`src/rtl/coord_mux4.sv`:
```
// rtl/coord_mux4.sv - registered 4:1 coordinate-pair selector (optional COORD_MUX_AUTOSCAN_EN)
module coord_mux4 #(
    parameter int X_W = 11,
    parameter int Y_W = 10
) (
    input  logic           clk,
    input  logic           reset,
    input  logic           en,
    input  logic [X_W-1:0] x1,
    input  logic [Y_W-1:0] y1,
    input  logic [X_W-1:0] x2,
    input  logic [Y_W-1:0] y2,
    input  logic [X_W-1:0] x3,
    input  logic [Y_W-1:0] y3,
    input  logic [X_W-1:0] x4,
    input  logic [Y_W-1:0] y4,
    input  logic [1:0]     selector,
    input  logic           auto_scan,
    output logic [X_W-1:0] out_x,
    output logic [Y_W-1:0] out_y,
    output logic [1:0]     out_sel,
    output logic           out_valid
);

    logic [1:0]     eff_sel;
    logic [X_W-1:0] mux_x;
    logic [Y_W-1:0] mux_y;

`ifdef COORD_MUX_AUTOSCAN_EN
    logic [1:0] scan_cnt;

    // Scan counter steps through the sources on every enabled edge while auto-scanning
    always_ff @(posedge clk or posedge reset) begin
        if (reset) begin
            scan_cnt <= 2'd0;
        end else if (en && auto_scan) begin
            scan_cnt <= scan_cnt + 2'd1;
        end
    end

    assign eff_sel = auto_scan ? scan_cnt : selector;
`else
    logic unused_auto_scan;

    assign unused_auto_scan = auto_scan;
    assign eff_sel          = selector;
`endif

    // X and Y come from one case arm so a mixed pair can never be formed
    always_comb begin
        mux_x = x1;
        mux_y = y1;
        case (eff_sel)
            2'd0: begin mux_x = x1; mux_y = y1; end
            2'd1: begin mux_x = x2; mux_y = y2; end
            2'd2: begin mux_x = x3; mux_y = y3; end
            2'd3: begin mux_x = x4; mux_y = y4; end
        endcase
    end

    // Output registers load on enable and otherwise hold; valid is sticky until reset
    always_ff @(posedge clk or posedge reset) begin
        if (reset) begin
            out_x     <= '0;
            out_y     <= '0;
            out_sel   <= 2'd0;
            out_valid <= 1'b0;
        end else if (en) begin
            out_x     <= mux_x;
            out_y     <= mux_y;
            out_sel   <= eff_sel;
            out_valid <= 1'b1;
        end
    end

endmodule

```
`config.mk`:
```
export PLATFORM = sky130hd
export DESIGN_NAME = coord_mux4
export DESIGN_NICKNAME = d
export VERILOG_FILES = /design/src/rtl/coord_mux4.sv
export SDC_FILE = /design/constraint.sdc
export NUM_CORES = 1
export LEC_CHECK = 0
export CAP_MARGIN = 30
export CORE_MARGIN = 2
export CORE_UTILIZATION = 37
export CTS_CLUSTER_DIAMETER = 30
export DETAILED_ROUTE_END_ITERATION = 16
export PLACE_DENSITY = 0.87
export SYNTH_ARGS = -nofsm -noshare
export SYNTH_HDL_FRONTEND = slang
export SYNTH_SLANG_ARGS = --single-unit
```
`constraint.sdc`:
```
create_clock -name clk -period 1.8 [get_ports clk]
set_input_delay 0.45 -clock clk [delete_from_list [all_inputs] [get_ports clk]]
set_output_delay 0.45 -clock clk [all_outputs]
set_load 0.005 [all_outputs]
```
==> qor.csv <==
metric,value,unit
path_class,reg -> out,
crit_chain,clkdlybuf4s50_1,
worstMarginPinSlew,0.319,ns
synth-main-ff-cell,dfrtp_1,
synth_area_leaders,"dfrtp_1 40%, mux2i_1 28%, nand2b_1 9.1%",
peakVddDrop,0.420,mV
synth_cell_types,14,
cts_tree,built,
drtAntennaViolNets,0,
finalNonFillerCells,287,
fp.dieH,68.1,um
relSlewSlack,78.7,%
dpl_worst_slack,0.0696,ns
htreeDepth,1,
diodes,0,
grt.overflow.total,0,
yosysMostFrequentCell,mux2i_1,
drc,0,
clock_sinks,24,
dp.cells,283,
grt_pass1_wl,7.13,mm
seq_power_share,37.9,%
dieArea,4640,um^2
final_nets,328,
sw_frac_of_total,23.9,%
routed_via_density,5.03,
cp.arrival,1.19,ns
fin_worst_skew,0,ns
clk_pin_slew,0.09,ns
clkPwrFrac,28.7,%
drt-wirelength-per-cell,15.6,um
synth-edff-count,0,
grt_pass1_vias,1522,
pin_count,114,
portBuffers,112,
p_comb_share,33.4,%
fmaxAchievable,609,MHz
syn_to_final_growth,81.9,%
drt_iter0_drc,49,
worstPathMaxFanout,2,
cp_num_buf_inv,1,
holdBufCountCts,0,
core,3970,um^2
min_period_over_period,91.3,%
synth_area,1520,um^2
fin_tns_setup,0,ns
cts-root-buf,clkbuf_8,
cts_buffer_depth,2,
p_leak,1.17,nW
synthCells,126,
ys_warn_count,0,
cpMaxStageDelayCell,clkdlybuf4s50_1,
cpPeakStageDelay,0.53,ns
via_count,1443,
wirelength,4.48,mm
synth_fp_nets,216,
cap_violations,0,
rrSetupSlack,1.04,ns
synth_top_area_share,39.5,%
setup-violations-final,0,
end_kind,output pin,
hold_viol,0,
fin_ws,0.157,ns
cts-buffers-inserted,3,
gp_congestion,0.711,
maxSlewViolCount,0,
period_minus_slack,1.64,ns
die_w,68.1,um
synth_top_area_cell,dfrtp_1,
num_rows,23,
power_density,611,nW/um^2
hp-class,reg -> reg,
post_cts_buffers,0,
yosysSeqAreaShare,39.5,%
nFillCells,297,
grt_max_degree,44,
critPathRequiredTime,1.35,ns
switchingPower,0.000405,W
critPathLaunchType,register,
ys_seq_elements,24,
synthTopCellsByCount,"42 x mux2i_1, 24 x dfrtp_1, 22 x nand2b_1",
syn-mean-instance-area,12.1,um^2
firstDrtPassIters,4,
status,finished clean,
critical_path.top_delay_family,buffers and inverters,
antenna_found_initial,0,
clock_latency,0.27,ns
dpl.hpwl,3.50,mm
track_usage,20.7,%
rsz0062_at_grt,no,
p_int,0.00129,W
postCtsResizedCells,0,
async_flop_share,100,%
start_util,38.3,%
drive_gt1_share,8.44,%
==> worst paths after layout <==
check	startpoint	end	cells past startpoint
max in group asynchronous	reset	out_x[4]	3
worst max register to register	out_valid	out_valid	1
worst min register to register	out_valid	out_valid	1
min in group asynchronous	reset	out_x[0]	3
worst max-delay path	out_y[2]	out_y[2]	1
worst min-delay path	out_valid	out_valid	1
==> logic make-up after synthesis <==
logic type | synth area share [%]
mux | 28.4
compound gates | 15.3
flops | 39.5
simple gates | 9.71
buf+inv | 7.08
==> routing by layer <==
layer / track usage, % / vias up / routed length, um
met5: 0 / - / 0
met4: 8.25 / 0 / 82
met3: 6.91 / 9 / 467
met2: 35.2 / 76 / 2240
met1: 23.9 / 660 / 1690
li1: - / 698 / -
==> area by class of cell <==
cell class	instances	area, um^2	share of cell area, %
Clock inverter	1	30.0	1.09
Clock buffer	3	41.3	1.49
Tap cell	50	62.6	2.26
Multi-Input combinational cell	89	812	29.4
Timing Repair Buffer	118	1210	43.8
Sequential cell	24	601	21.7
Inverter	2	7.51	0.271
==> power by group through the flow <==
stage	combinational, W	clock [W]	sequential (W)
global route	0.000614	0.000515	0.000648
global placement	0.000562	0	0.000648
finish	0.000565	0.000485	0.000640
CTS	0.000574	0.000507	0.000641
detailed placement	0.000572	0	0.000649
floorplan	0.000200	0	0.000651
==> per-stage QoR <==
step	hold slack (ns)	util, %	total power, W	area, um^2
after floorplan	0.462	-	0.000851	1520
after global placement	0.459	67.8	0.00121	2690
after detailed placement	0.461	67.8	0.00122	2690
after CTS	0.485	69.6	0.00172	2770
after global routing	0.493	69.6	0.00178	2770
final	0.486	69.6	0.00169	2770
==> cell usage in the layout, fill, tap and decap left out <==
cell	netlist	final
clkdlybuf4s50_1	0	111
mux2i_1	42	42
dfrtp_1	24	24
nand2b_1	22	22
o221ai_1	14	14
o221ai_2	7	7
buf_12	0	4
clkbuf_8	0	3
inv_1	2	2
buf_4	0	2
nand2_1	1	1
or2_2	1	1
mux2_2	1	1
o21ai_0	1	1
bufinv_16	0	1
buf_2	5	1
==> sequential cells by signal, indices dropped and copies added, names as in the netlist <==
signal	flops
out_valid	1
out_x	11
out_sel	2
out_y	10
Power figures use the tool's default switching activity.
